**src/rtl/router_pkg.sv**
```systemverilog
// -----------------------------------------------------------------------------
// router_pkg
// Shared definitions for the 1x3 packet router datapath.
//   DATA_W        : byte width of the router datapath.
//   ADDR_INVALID  : header address code that selects no output port.
//   ADDR_*/LEN_*  : bit positions of the header fields {len[7:2], addr[1:0]}.
// -----------------------------------------------------------------------------
package router_pkg;

    localparam int         DATA_W       = 8;
    localparam logic [1:0] ADDR_INVALID = 2'b11;

    // Header field slices
    localparam int ADDR_LSB = 0;
    localparam int ADDR_MSB = 1;
    localparam int LEN_LSB  = 2;
    localparam int LEN_MSB  = 7;

endpackage

```
**src/rtl/router_parity_chk.sv**
```systemverilog
// -----------------------------------------------------------------------------
// router_parity_chk
// Running XOR parity over header and payload bytes, capture of the packet's
// trailing parity byte, and the mismatch flag.
// Only instantiated when ROUTER_REG_PARITY_CHK_EN is defined.
//
// Ports:
//   i_clock        : system clock, all updates on posedge
//   i_resetn       : synchronous active-high reset
//   i_detect_add   : FSM DECODE_ADDRESS, starts a new packet
//   i_lfd_state    : FSM LOAD_FIRST_DATA, header byte enters parity
//   i_ld_state     : FSM LOAD_DATA
//   i_pkt_valid    : high on header/payload bytes, low on the parity byte
//   i_full_state   : FSM FIFO_FULL_STATE
//   i_parity_done  : parity byte has been forwarded
//   i_header_byte  : latched header byte
//   i_data_in      : input byte
//   o_err          : parity mismatch flag
// -----------------------------------------------------------------------------
module router_parity_chk #(
    parameter int DATA_W = router_pkg::DATA_W
) (
    input  logic              i_clock,
    input  logic              i_resetn,
    input  logic              i_detect_add,
    input  logic              i_lfd_state,
    input  logic              i_ld_state,
    input  logic              i_pkt_valid,
    input  logic              i_full_state,
    input  logic              i_parity_done,
    input  logic [DATA_W-1:0] i_header_byte,
    input  logic [DATA_W-1:0] i_data_in,
    output logic              o_err
);

    logic [DATA_W-1:0] r_int_parity;
    logic [DATA_W-1:0] r_pkt_parity;
    logic              r_err;

    always_ff @(posedge i_clock) begin
        if (i_resetn) begin
            r_int_parity <= '0;
            r_pkt_parity <= '0;
            r_err        <= 1'b0;
        end else begin
            // The parity byte itself (pkt_valid low) never enters the running XOR.
            if (i_detect_add)
                r_int_parity <= '0;
            else if (i_lfd_state)
                r_int_parity <= r_int_parity ^ i_header_byte;
            else if (i_ld_state && i_pkt_valid && !i_full_state)
                r_int_parity <= r_int_parity ^ i_data_in;

            if (i_detect_add)
                r_pkt_parity <= '0;
            else if (i_ld_state && !i_pkt_valid)
                r_pkt_parity <= i_data_in;

            // Compared one cycle after parity_done so pkt_parity is settled.
            if (i_detect_add)
                r_err <= 1'b0;
            else if (i_parity_done)
                r_err <= (r_int_parity != r_pkt_parity);
        end
    end

    assign o_err = r_err;

endmodule

```
**src/rtl/router_reg.sv**
```systemverilog
// -----------------------------------------------------------------------------
// router_reg
// Datapath register stage of the 1x3 router: latches the header, forwards
// header/payload/parity bytes to the FIFO write bus, and parks the byte that
// arrives while the selected FIFO is full.
//
// Build option: ROUTER_REG_PARITY_CHK_EN -- when defined, parity is checked
// and o_err reports mismatches; when undefined, o_err is tied low.
//
// Ports:
//   i_clock            : system clock, all updates on posedge
//   i_resetn           : synchronous active-high reset
//   i_pkt_valid        : high on header/payload bytes, low on parity byte
//   i_data_in          : input byte, header = {len[7:2], addr[1:0]}
//   i_fifo_full        : selected FIFO is full
//   i_rst_int_reg      : clears o_low_packet_valid
//   i_detect_add       : FSM DECODE_ADDRESS
//   i_ld_state         : FSM LOAD_DATA
//   i_lfd_state        : FSM LOAD_FIRST_DATA
//   i_laf_state        : FSM LOAD_AFTER_FULL
//   i_full_state       : FSM FIFO_FULL_STATE
//   o_parity_done      : parity byte has been forwarded
//   o_low_packet_valid : pkt_valid fell while in LOAD_DATA
//   o_dout             : byte written to the FIFO
//   o_err              : parity mismatch flag
// -----------------------------------------------------------------------------
module router_reg #(
    parameter int DATA_W = router_pkg::DATA_W
) (
    input  logic              i_clock,
    input  logic              i_resetn,
    input  logic              i_pkt_valid,
    input  logic [DATA_W-1:0] i_data_in,
    input  logic              i_fifo_full,
    input  logic              i_rst_int_reg,
    input  logic              i_detect_add,
    input  logic              i_ld_state,
    input  logic              i_lfd_state,
    input  logic              i_laf_state,
    input  logic              i_full_state,
    output logic              o_parity_done,
    output logic              o_low_packet_valid,
    output logic [DATA_W-1:0] o_dout,
    output logic              o_err
);

    import router_pkg::*;

    logic [DATA_W-1:0] r_header_byte;
    logic [DATA_W-1:0] r_full_byte;
    logic [DATA_W-1:0] r_dout;
    logic              r_parity_done;
    logic              r_low_packet_valid;
    logic              w_addr_ok;
    logic              w_err;

    assign w_addr_ok = (i_data_in[ADDR_MSB:ADDR_LSB] != ADDR_INVALID);

    always_ff @(posedge i_clock) begin
        // NOTE: state registers use non-blocking assignments so every register
        // samples the pre-edge values of the others, independent of statement order.
        if (i_resetn) begin
            r_header_byte      <= '0;
            r_full_byte        <= '0;
            r_dout             <= '0;
            r_parity_done      <= 1'b0;
            r_low_packet_valid <= 1'b0;
        end else begin
            // A header addressing no port is dropped; the old header is kept.
            if (i_detect_add && i_pkt_valid && w_addr_ok)
                r_header_byte <= i_data_in;

            if (i_lfd_state)
                r_dout <= r_header_byte;
            else if (i_ld_state && !i_fifo_full)
                r_dout <= i_data_in;
            else if (i_laf_state)
                r_dout <= r_full_byte;

            // Byte arriving while the FIFO is full is replayed in LOAD_AFTER_FULL.
            if (i_ld_state && i_fifo_full)
                r_full_byte <= i_data_in;

            if (i_rst_int_reg)
                r_low_packet_valid <= 1'b0;
            else if (i_ld_state && !i_pkt_valid)
                r_low_packet_valid <= 1'b1;

            // Parity byte forwarded directly, or replayed after a full stall.
            if (i_detect_add)
                r_parity_done <= 1'b0;
            else if ((i_ld_state && !i_fifo_full && !i_pkt_valid) ||
                     (i_laf_state && r_low_packet_valid && !r_parity_done))
                r_parity_done <= 1'b1;
        end
    end

`ifdef ROUTER_REG_PARITY_CHK_EN
    router_parity_chk #(
        .DATA_W (DATA_W)
    ) u_parity_chk (
        .i_clock       (i_clock),
        .i_resetn      (i_resetn),
        .i_detect_add  (i_detect_add),
        .i_lfd_state   (i_lfd_state),
        .i_ld_state    (i_ld_state),
        .i_pkt_valid   (i_pkt_valid),
        .i_full_state  (i_full_state),
        .i_parity_done (r_parity_done),
        .i_header_byte (r_header_byte),
        .i_data_in     (i_data_in),
        .o_err         (w_err)
    );
`else
    // FIFO_FULL_STATE only gates the parity accumulator, absent in this build.
    logic w_unused_full_state;
    assign w_unused_full_state = i_full_state;
    assign w_err = 1'b0;
`endif

    assign o_dout             = r_dout;
    assign o_parity_done      = r_parity_done;
    assign o_low_packet_valid = r_low_packet_valid;
    assign o_err              = w_err;

endmodule

```
**config.mk**
```make
export PLATFORM = sky130hd
export DESIGN_NAME = router_reg
export DESIGN_NICKNAME = d
export VERILOG_FILES = /design/src/rtl/router_pkg.sv /design/src/rtl/router_parity_chk.sv /design/src/rtl/router_reg.sv
export SDC_FILE = /design/constraint.sdc
export NUM_CORES = 1
export LEC_CHECK = 0
export CORE_MARGIN = 2
export CORE_UTILIZATION = 45
export DETAILED_ROUTE_END_ITERATION = 10
export HOLD_SLACK_MARGIN = 0.12
export PLACE_DENSITY_LB_ADDON = 0.3
export SKIP_LAST_GASP = 1
export SYNTH_ARGS = -nofsm -noshare
export SYNTH_HDL_FRONTEND = slang
export SYNTH_SLANG_ARGS = --single-unit
```
**constraint.sdc**
```tcl
create_clock -name i_clock -period 1.81 [get_ports i_clock]
set_input_delay 0.2715 -clock i_clock [delete_from_list [all_inputs] [get_ports i_clock]]
set_output_delay 0.2715 -clock i_clock [all_outputs]
set_load 0.01 [all_outputs]
```
## After elaboration in Yosys (flattened, before gate mapping)

Cells that the tools add are included.

- Register bits: 26
- Latch bits: 0
- Bits in writable memories: 0
- Bits in read-only memories: 0
- Bits of input ports: 18
- Output and inout bits: 11
- Logic and storage cells: 24
- Memories: 0

- $add $sub $neg: 0
- Multiply operators: 0
- Div/mod/pow operators: 0
- Order comparisons: 0
- Eq/ne operators: 1
- Shifts and indexed selects: 0
- Muxes and demuxes: 3
- Bitwise gates (word level): 0
- Reductions and logical operators: 15

Operators with widths:

| operator | count |
|---|---|
| $mux 8 | 3 |
| $logic_and 1x1->1 | 8 |
| $reduce_or 2->1 | 2 |
| $logic_not 1->1 | 3 |
| $reduce_bool 3->1 | 1 |
| $ne 2x2->1 const B | 1 |
| $logic_or 1x1->1 | 1 |

## Longest topological paths before layout

Gate-level depths: netlist of the first run.

- Depth in word-level cells: 4
- Depth in mapped cells: 5
- Mapped depth without buffers: 3

## Worst setup path after synthesis of the first run

No wires, ideal clock.

- Kind: input -> register
- Start: input i_fifo_full
- End: register r_dout[1], in the netlist o_dout[1]
- Library setup time: 0.117 ns
- Arrival: 1.115 ns
- Setup slack: 0.577 ns
- Cell stages on the path: 5
- Buffers on the path: 2
- Cells stage by stage: buf_6 > nor2b_4 > buf_6 > o31a_4 > a32o_1

- Word-level cells in the longest chain between the ends: 4
- Elaborated cells on any way between the ends: 5
- Those cells by class: mux: 2; reduce/logical: 3

RTL lines:

| item | RTL line | text |
|---|---|---|
| start: declaration | router_reg.sv:34 | `input logic i_fifo_full,` |
| $logic_not 1->1 * | router_reg.sv:75 | `else if (i_ld_state && !i_fifo_full)` |
| $logic_and 1x1->1 * | router_reg.sv:75 |  |
| $mux 8 | router_reg.sv:75 |  |
| $mux 8 | router_reg.sv:73 | `if (i_lfd_state)` |
| end signal: assignment | router_reg.sv:74 | `r_dout <= r_header_byte;` |
| end signal: assignment | router_reg.sv:76 | `r_dout <= i_data_in;` |
| end signal: assignment | router_reg.sv:78 | `r_dout <= r_full_byte;` |
| end: declaration | router_reg.sv:51 | `logic [DATA_W-1:0] r_dout;` |

Every way passes the cells marked *; elsewhere a longest branch is shown, timed or not.
A chain may end at the register's enable or synchronous reset.

## Worst setup path in the final report of the first run

- Start: register r_low_packet_valid, in the netlist o_low_packet_valid
- End: output o_low_packet_valid

RTL lines:

| item | RTL line | text |
|---|---|---|
| start: declaration | router_reg.sv:53 | `logic r_low_packet_valid;` |
| start signal: assignment | router_reg.sv:67 | `r_low_packet_valid <= 1'b0;` |
| start signal: assignment | router_reg.sv:85 | `r_low_packet_valid <= 1'b0;` |
| start signal: assignment | router_reg.sv:87 | `r_low_packet_valid <= 1'b1;` |
| end: declaration | router_reg.sv:42 | `output logic o_low_packet_valid,` |

No word-level cell between the ends.

==> flow_summary_export.csv, run 1 <==
group,metric,value,unit
status,status,"completed",
setup_path,crit_required,1.54,ns
place,dp_hpwl,1.90,mm
power_and_ir_drop,switching_share,0.251,
setup_path,ff2ff_path_depth,3,
logic_synthesis,synthTopCellsByArea,"dfxtp_1 43%, a21oi_1 7.1%, a32o_1 6.6%",
clock_network,cts_setup_buffers,0,
die,coreArea,2500,sq um
power_and_ir_drop,p_int,841,uW
timing,tns,0,ns
power_and_ir_drop,leakage,0.594,nW
layout,drive_above_1_share,0.137,
clock_network,numCtsBuffers,3,
logic_synthesis,synth_enable_flop_cells,0,
logic_synthesis,synth_common_cells,"26 x dfxtp_1, 17 x a21oi_1, 16 x nor2_1, 10 x nand2_1",
layout,synthToLayoutAreaGrowth,29.7,%
global_routing,grt_pass1_wl,4.61,mm
clock_network,h-tree-depth,1,
logic_synthesis,synthesis.nets,155,
drt,routed_via_density,5.38,
logic_synthesis,synthCells,137,
setup_path,cp_num_cells,1,
global_routing,grt_pass1_vias,1082,
layout,stdcell_count,198,
logic_synthesis,synth_top_cell_area_share,0.432,
clock_network,root_buffer,"clkbuf_4",
setup_path,critPathTopFamily,"buffers and inverters",
logic_synthesis,yosysMostFrequentCell,"dfxtp_1",
die,num_rows,18,
place,postPlaceCellArea,1530,sq um
logic_synthesis,synth_cell_type_count,25,
timing,max_freq,652,MHz
clock_network,clock_latency,0.31,ns
setup_path,crit_path_start,"o_low_packet_valid$_SDFFE_PP0P_",
layout,insertedDiodeCount,0,
global_routing,antenna_found_initial,0,
timing,grt_setup_unrepaired,"false",
setup_path,endpoint,"o_low_packet_valid",
logic_synthesis,syn_avg_cell_area,8.79,sq um
drt,via_count,1066,
logic_synthesis,synth_area,1200,sq um
layout,nFillCells,220,
setup_path,slowest_delay,0.56,ns
setup_path,r2r_start,"r_full_byte[6]$_SDFFE_PP0P_",
setup_path,crit_fanout,3,
job,cap_violations,0,
setup_path,cp-end-kind,"primary output",
global_routing,grtUsageTotal,0.183,
timing,fin_crit_sh,0.848,
drt,final_antenna_net_count,0,
clock_network,clockBufferDepth,2,
drt,wirelength,2.71,mm
logic_synthesis,ys.flop_type,"dfxtp_1",
setup_path,crit_buf_inv,1,
die,die_w,55.7,um
logic_synthesis,yosysTopAreaCell,"dfxtp_1",
global_routing,globalRouteOverflowTotal,0,
layout,design_area,1560,sq um
drt,drt_pass1_iterations,4,
setup_path,reg2reg_setup_slack,0.95,ns
clock_network,hold_buffers,0,
setup_path,cp.arrival,1.26,ns
setup_path,critical_path_class,"reg2out",
die,die_area,3110,sq um
power_and_ir_drop,power.share.clock,0.259,
timing,post-route-min-period,1.53,ns
place,placed_cells,194,
die,io_pins,29,
layout,final-seq-area,520,sq um
place,gp_congestion,0.761,
global_routing,grt_max_degree,25,
timing,skew,0.00173,ns
setup_path,cpMaxStageDelayCell,"clkdlybuf4s50_1",
drt,drc,0,
power_and_ir_drop,finalPower,1.12,mW
logic_synthesis,ys_warn_count,0,
power_and_ir_drop,pwr-share-comb,0.194,
drt,wl_per_cell,13.7,um
logic_synthesis,synth-seq-cells,26,
clock_network,clk_pin_slew,0.14,ns
clock_network,post_cts_resized,0,
place,portBuffers,26,
setup_path,cp_cell_sequence,"clkdlybuf4s50_1",
setup_path,start_kind,"flip-flop",
die,dieHeight,55.7,um
logic_synthesis,synthArstFlopShare,0,
clock_network,cts_sinks,26,
setup_path,r2r_end,"o_dout[6]$_SDFFE_PP0P_",
die,initial_core_util,0.482,
clock_network,cts_tree,"done",
power_and_ir_drop,p_per_area,718,nW/um^2
layout,final_nets,187,
timing,drv_slew,0,
power_and_ir_drop,seqPwrFrac,0.547,
power_and_ir_drop,switching_power,282,uW
timing,hold_violations,0,
timing,setup_violations,0,
layout,multi_input_area,618,sq um
power_and_ir_drop,peakVddDrop,425,uV
min_path,hp-class,"reg2reg",
drt,first_iter_violations,27,
logic_synthesis,ys_seq_area_frac,0.432,
==> routing by layer <==
layer / share of wire / vias to the layer above / global-route usage
met2: 0.49 / 27 / 0.321
met3: 0.057 / 2 / 0.0326
met4: 0.0055 / 0 / 0.0627
met1: 0.45 / 489 / 0.222
li1: - / 548 / -
met5: 0 / - / 0
==> power by group through the flow <==
stage          registers, mW  clock network [mW]  logic [mW]
2_1_floorplan          0.631                   0       0.110
3_3_place_gp           0.625                   0       0.212
3_5_place_dp           0.627                   0       0.217
4_1_cts                0.614               0.303       0.218
5_1_grt                0.618               0.323       0.237
6_report               0.614               0.291       0.218
==> through the flow <==
| step | util | hold WS (ns) | setup slack, ns |
|---|---|---|---|
| 3_5_place_dp | 0.611 | 0.448 | 0.0542 |
| 3_3_place_gp | 0.611 | 0.444 | 0.118 |
| 6_report | 0.625 | 0.468 | 0.276 |
| 5_1_grt | 0.625 | 0.466 | 0.220 |
| 4_1_cts | 0.625 | 0.466 | 0.254 |
| 2_1_floorplan | - | 0.348 | 0.577 |
==> flip-flops by register name, summed over array words and instances, names as in the netlist <==
signal / cells
o_low_packet_valid: 1
r_full_byte: 8
o_dout: 8
o_parity_done: 1
r_header_byte: 8
==> worst min path at each step <==
stage | from | endpoint | slack [ns] | cells after the start
3_3_place_gp | r_full_byte[1]$_SDFFE_PP0P_ | r_full_byte[1]$_SDFFE_PP0P_ | 0.44 | 2
3_5_place_dp | r_full_byte[7]$_SDFFE_PP0P_ | r_full_byte[7]$_SDFFE_PP0P_ | 0.45 | 2
5_1_grt | i_rst_int_reg | o_low_packet_valid$_SDFFE_PP0P_ | 0.47 | 2
4_1_cts | r_full_byte[7]$_SDFFE_PP0P_ | r_full_byte[7]$_SDFFE_PP0P_ | 0.47 | 2
2_1_floorplan | i_rst_int_reg | o_low_packet_valid$_SDFFE_PP0P_ | 0.35 | 1
6_report | r_full_byte[3]$_SDFFE_PP0P_ | r_full_byte[3]$_SDFFE_PP0P_ | 0.47 | 2
==> logic make-up after synthesis <==
logic type,Yosys count,synth area share
buf+inv,12,0.0550
compound gates,35,0.192
mux,8,0.0665
simple gates,55,0.251
flops,26,0.432
other cells,1,0.00311
==> final cells by class <==
| type | count | area share |
|---|---|---|
| Tap cell | 30 | 0.0240 |
| Timing Repair Buffer | 37 | 0.219 |
| Inverter | 2 | 0.00480 |
| Multi-Input combinational cell | 99 | 0.396 |
| Sequential cell | 26 | 0.333 |
| Clock buffer | 4 | 0.0232 |
==> placed cells by master, fill, tap and decap left out, drive strengths merged <==
cell / count
nand4b: 2
a21oi: 17
a32o: 8
mux2i: 8
o31a: 1
nand2: 10
clkdlybuf4s50: 26
nor2b: 1
or3b: 6
dfxtp: 26
nor2: 16
nand2b: 8
conb: 1
buf: 11
clkbuf: 4
nor3: 2
o21ai: 8
a221oi: 1
and2: 1
nand3: 8
nor4: 1
inv: 2
Power figures use the tool's default switching activity.
==> run 2: changes to the inputs <==
--- a/config.mk
+++ b/config.mk
@@ -6,7 +6,7 @@
 export NUM_CORES = 1
 export LEC_CHECK = 0
 export CORE_MARGIN = 2
-export CORE_UTILIZATION = 45
+export CORE_UTILIZATION = 43
 export DETAILED_ROUTE_END_ITERATION = 10
 export HOLD_SLACK_MARGIN = 0.12
 export PLACE_DENSITY_LB_ADDON = 0.3
==> constraint.sdc (replaced) <==
create_clock -name i_clock -period 1.37 [get_ports i_clock]
set_input_delay 0.2055 -clock i_clock [delete_from_list [all_inputs] [get_ports i_clock]]
set_output_delay 0.2055 -clock i_clock [all_outputs]
set_load 0.01 [all_outputs]
==> run 2 against run 1 <==
Sequential share of layout area decreased by 0.73 points. Via count grew 8.1%. Sequential power increased by 32%. Total power increased by 45%. Combinational power is 33% higher. Core utilization fell by 3.3 points. Sequential cell count stayed put. Clock-buffer cell count shrank 1. Register-to-register slack worse by 0.45 ns. Cell count is 2.0% higher. Non-clock buffer count increased by 3.
==> flow_summary_export.csv, run 2 (same netlist as run 1, synthesis figures left out) <==
group,metric,value,unit
clock_network,root_buffer,"clkbuf_4",
die,dieHeight,56.9,um
clock_network,clock_latency,0.32,ns
clock_network,cts_tree,"done",
layout,final-seq-area,523,sq um
layout,insertedDiodeCount,0,
power_and_ir_drop,p_per_area,1020,nW/um^2
setup_path,cp.arrival,1.53,ns
global_routing,grt_pass1_vias,1175,
layout,design_area,1610,sq um
layout,final_cell_mix,"24 x dfxtp_1, 17 x a21oi_1, 16 x nor2_1, 16 x clkdlybuf4s50_1, 14 x buf_4",
timing,drv_slew,0,
power_and_ir_drop,leakage,0.668,nW
timing,slew_headroom,0.669,
die,initial_core_util,0.445,
die,io_pins,29,
power_and_ir_drop,finalPower,1.63,mW
status,status,"completed",
timing,post-route-min-period,1.26,ns
layout,nFillCells,258,
place,dp_hpwl,2.09,mm
clock_network,h-tree-depth,1,
timing,setup_violations,0,
drt,drc,0,
clock_network,numCtsBuffers,3,
global_routing,grtUsageTotal,0.198,
die,die_area,3240,sq um
power_and_ir_drop,peakVddDrop,603,uV
timing,grt_setup_unrepaired,"false",
die,coreArea,2710,sq um
drt,final_antenna_net_count,0,
timing,fin_crit_sh,0.920,
clock_network,clk_pin_slew,0.14,ns
global_routing,globalRouteOverflowTotal,0,
setup_path,crit_fanout,6,
layout,stdcell_count,202,
place,placed_cells,198,
setup_path,cpMaxStageDelayCell,"clkdlybuf4s50_1",
place,portBuffers,26,
global_routing,grt_max_degree,25,
min_path,hp-class,"in2reg",
clock_network,clockBufferDepth,2,
clock_network,cts_sinks,26,
setup_path,crit_required,1.64,ns
setup_path,cp-end-kind,"flip-flop",
layout,drive_above_1_share,0.164,
layout,synthToLayoutAreaGrowth,33.2,%
setup_path,critical_path_class,"in2reg",
place,gp_congestion,0.747,
die,die_w,56.9,um
timing,max_freq,793,MHz
drt,wl_per_cell,14.5,um
drt,wirelength,2.92,mm
drt,first_iter_violations,24,
drt,routed_via_density,5.70,
global_routing,grt_pass1_wl,5.05,mm
timing,skew,0.00102,ns
global_routing,antenna_found_initial,0,
drt,drt_pass1_iterations,4,
job,cap_violations,0,
setup_path,cp_cell_sequence,"clkdlybuf4s50_1, nor2b_4, buf_4, mux2i_1, a32o_1",
timing,hold_violations,0,
layout,layout_commonest_cell,"dfxtp_1",
place,postPlaceCellArea,1550,sq um
die,num_rows,19,
setup_path,slowest_delay,0.48,ns
layout,final_nets,190,
drt,via_count,1152,
setup_path,critPathTopFamily,"buffers and inverters",
setup_path,start_kind,"input port",
timing,tightest_slew,0.492,ns
setup_path,crit_buf_inv,2,
layout,multi_input_area,627,sq um
-- run 2: cell types whose count changed in the layout (fill, tap and decap cells not counted), sizes merged --
cell | before | now
buf | 11 | 14
bufinv | 0 | 1
clkbuf | 4 | 3
clkdlybuf4s50 | 26 | 16
dlygate4sd2 | 0 | 9
dlymetal6s2s | 0 | 1
-- run 2: worst reg2reg max path: cells and delay by family (launching register included) --
kind	cells	cell delay, ns
simple gates	1	0.09
mux	1	0.09
compound gates	1	0.26
flops	1	0.34
-- run 2: layer usage --
layer / wire [um] / track usage / vias up
met5: 0 / 0 / -
met2: 1550 / 0.381 / 40
li1: - / - / 553
met1: 1160 / 0.223 / 553
met3: 158 / 0.0249 / 6
met4: 51 / 0.0664 / 0
-- run 2: layout make-up --
type,instances,area share
repair buffers,40,0.222
clock inverters,1,0.0187
inverters,2,0.00468
multi-input cells,99,0.390
flip-flops and latches,26,0.326
clock buffers,3,0.0140
well taps,31,0.0242
-- run 2: where the power goes --
| part | total, mW | internal [mW] | leakage (nW) | switching [mW] |
|---|---|---|---|---|
| clock network | 0.527 | 0.296 | 0.0279 | 0.232 |
| logic | 0.290 | 0.150 | 0.427 | 0.140 |
| registers | 0.813 | 0.795 | 0.214 | 0.0179 |
| total | 1.63 | 1.24 | 0.668 | 0.389 |
-- run 2: repair_timing --
| item | in CTS | in global routing |
|---|---|---|
| cloned | 0 | 0 |
| buffers inserted | 0 | 0 |
| resized for setup | 12 | 1 |
| setup endpoints to repair | 14 | 1 |
| hold buffers | 0 | 0 |
-- run 2: worst paths after layout --
kind / start / end / slack, ns / cells past startpoint
hold / removal: i_rst_int_reg / o_low_packet_valid$_SDFFE_PP0P_ / 0.41 / 2
setup reg to reg: r_full_byte[2]$_SDFFE_PP0P_ / o_dout[2]$_SDFFE_PP0P_ / 0.50 / 3
setup / recovery: i_ld_state / o_dout[2]$_SDFFE_PP0P_ / 0.11 / 5
hold reg to reg: r_full_byte[3]$_SDFFE_PP0P_ / r_full_byte[3]$_SDFFE_PP0P_ / 0.47 / 2
-- run 2: stage by stage --
step | worst slack (ns) | TNS, ns | hold slack [ns] | util
finish | 0.109 | 0 | 0.406 | 0.592
global route | 0.0365 | 0 | 0.415 | 0.592
CTS | -0.0669 | -0.0669 | 0.405 | 0.591
detailed placement | -0.314 | -4.07 | 0.448 | 0.572
global placement | -0.310 | -4.10 | 0.442 | 0.572
floorplan | 0.203 | 0 | 0.282 | -
==> run 3: changes to the inputs <==
--- a/config.mk
+++ b/config.mk
@@ -9,7 +9,7 @@
 export CORE_UTILIZATION = 43
 export DETAILED_ROUTE_END_ITERATION = 10
 export HOLD_SLACK_MARGIN = 0.12
-export PLACE_DENSITY_LB_ADDON = 0.3
+export PLACE_DENSITY = 0.74
 export SKIP_LAST_GASP = 1
 export SYNTH_ARGS = -nofsm -noshare
 export SYNTH_HDL_FRONTEND = slang
==> run 3 against run 2 <==
Core utilization up 0.18 points. Critical path type unchanged. Sequential share of layout area is 0.18 points lower. Cell count grew 1.5%. Via count fell by 2.8%.
==> flow_summary_export.csv, run 3 (same netlist as run 1, synthesis figures left out) <==
group,metric,value,unit
status,status,"completed",
clock_network,clockBufferDepth,2,
drt,via_count,1120,
die,num_rows,19,
timing,hold_violations,0,
timing,skew,0.0129,ns
clock_network,h-tree-depth,1,
clock_network,numCtsBuffers,3,
timing,slew_headroom,0.642,
setup_path,crit_fanout,8,
drt,drt_pass1_iterations,4,
global_routing,antenna_found_initial,0,
timing,max_freq,738,MHz
die,coreArea,2710,sq um
die,dieHeight,56.9,um
layout,synthToLayoutAreaGrowth,33.6,%
timing,tightest_slew,0.533,ns
power_and_ir_drop,switching_power,380,uW
place,gp_congestion,0.781,
layout,nFillCells,269,
die,io_pins,29,
global_routing,grt_pass1_vias,1065,
drt,first_iter_violations,27,
clock_network,clk_pin_slew,0.15,ns
power_and_ir_drop,switching_share,0.255,
die,die_w,56.9,um
clock_network,cts_setup_buffers,0,
layout,final_cell_mix,"25 x dfxtp_1, 17 x a21oi_1, 17 x buf_4, 16 x nor2_1, 16 x clkdlybuf4s50_1",
drt,final_antenna_net_count,0,
power_and_ir_drop,seqPwrFrac,0.544,
layout,multi_input_area,627,sq um
power_and_ir_drop,p_int,1.11,mW
place,postPlaceCellArea,1570,sq um
clock_network,root_buffer,"clkbuf_4",
min_path,hp-class,"in2reg",
clock_network,cts_sinks,26,
setup_path,crit_required,1.59,ns
setup_path,cp-end-kind,"flip-flop",
drt,drc,0,
setup_path,start_kind,"input port",
power_and_ir_drop,power.share.clock,0.259,
global_routing,globalRouteOverflowTotal,0,
die,initial_core_util,0.445,
timing,fin_crit_sh,0.989,
setup_path,cp.arrival,1.57,ns
die,die_area,3240,sq um
layout,stdcell_count,205,
timing,drv_slew,0,
power_and_ir_drop,peakVddDrop,545,uV
drt,wirelength,2.85,mm
job,cap_violations,0,
layout,final-seq-area,522,sq um
place,portBuffers,26,
layout,insertedDiodeCount,0,
layout,drive_above_1_share,0.172,
clock_network,cts_tree,"done",
timing,grt_setup_unrepaired,"false",
global_routing,grt_pass1_wl,4.77,mm
power_and_ir_drop,p_per_area,927,nW/um^2
timing,post-route-min-period,1.35,ns
power_and_ir_drop,leakage,0.676,nW
layout,design_area,1610,sq um
layout,final_nets,193,
clock_network,clock_latency,0.32,ns
setup_path,critical_path_class,"in2reg",
power_and_ir_drop,pwr-share-comb,0.198,
layout,layout_commonest_cell,"dfxtp_1",
drt,wl_per_cell,13.9,um
global_routing,grtUsageTotal,0.187,
place,placed_cells,201,
drt,routed_via_density,5.46,
place,dp_hpwl,2.13,mm
global_routing,grt_max_degree,20,
timing,setup_violations,0,
run 3: cell count changes in the layout (fill, tap and decap cells not counted):
| cell | before | now |
|---|---|---|
| buf_4 | 14 | 17 |
| bufinv_16 | 1 | 0 |
| clkbuf_8 | 0 | 1 |
| dfxtp_1 | 24 | 25 |
| dfxtp_2 | 2 | 1 |
run 3: path summary, 6_finish.rpt:
| path | slack, ns | end | from | depth (start not counted) |
|---|---|---|---|---|
| worst max-delay path | 0.02 | o_dout[1]$_SDFFE_PP0P_ | i_lfd_state | 4 |
| worst min-delay path | 0.40 | o_low_packet_valid$_SDFFE_PP0P_ | i_rst_int_reg | 2 |
| worst max register to register | 0.49 | o_dout[4]$_SDFFE_PP0P_ | r_full_byte[4]$_SDFFE_PP0P_ | 3 |
| worst min register to register | 0.47 | r_full_byte[4]$_SDFFE_PP0P_ | r_full_byte[4]$_SDFFE_PP0P_ | 2 |
run 3: layer usage:
layer  wire length (um)  vias up  track usage
met5                  0        -            0
met4                  0        0       0.0698
met3                 86        0       0.0249
met2               1550       21        0.333
met1               1220      540        0.229
li1                   -      559            -
run 3: timing repair:
action / 4_1_cts / 5_1_grt
setup endpoints to repair: 18 / 1
hold buffers: 0 / 0
gates resized for setup: 11 / 1
run 3: power groups by stage:
stage	combinational [mW]	clock, mW	sequential (mW)
floorplan	0.145	0	0.834
global placement	0.295	0	0.827
detailed placement	0.303	0	0.830
CTS	0.296	0.401	0.812
global route	0.319	0.436	0.817
finish	0.295	0.386	0.811
run 3: final cells by class:
type	count	area share
Tap cell	31	0.0241
Inverter	2	0.00466
Clock buffer	4	0.0225
Sequential cell	26	0.324
Timing Repair Buffer	43	0.235
Multi-Input combinational cell	99	0.389
run 3: critical path, stage by stage:
cell	delay [ns]
clkdlybuf4s50_1	0.52
buf_4	0.19
o31a_4	0.39
a32o_1	0.26
run 3: metrics by stage:
| step | TNS [ns] | hold slack (ns) | power [mW] | worst slack, ns | utilization |
|---|---|---|---|---|---|
| global placement | -4.84 | 0.443 | 1.12 | -0.367 | 0.580 |
| global route | 0 | 0.390 | 1.57 | 0.0170 | 0.594 |
| detailed placement | -5.44 | 0.448 | 1.13 | -0.413 | 0.580 |
| floorplan | 0 | 0.282 | 0.979 | 0.203 | - |
| finish | 0 | 0.395 | 1.49 | 0.0154 | 0.594 |
| CTS | -0.0739 | 0.391 | 1.51 | -0.0739 | 0.593 |
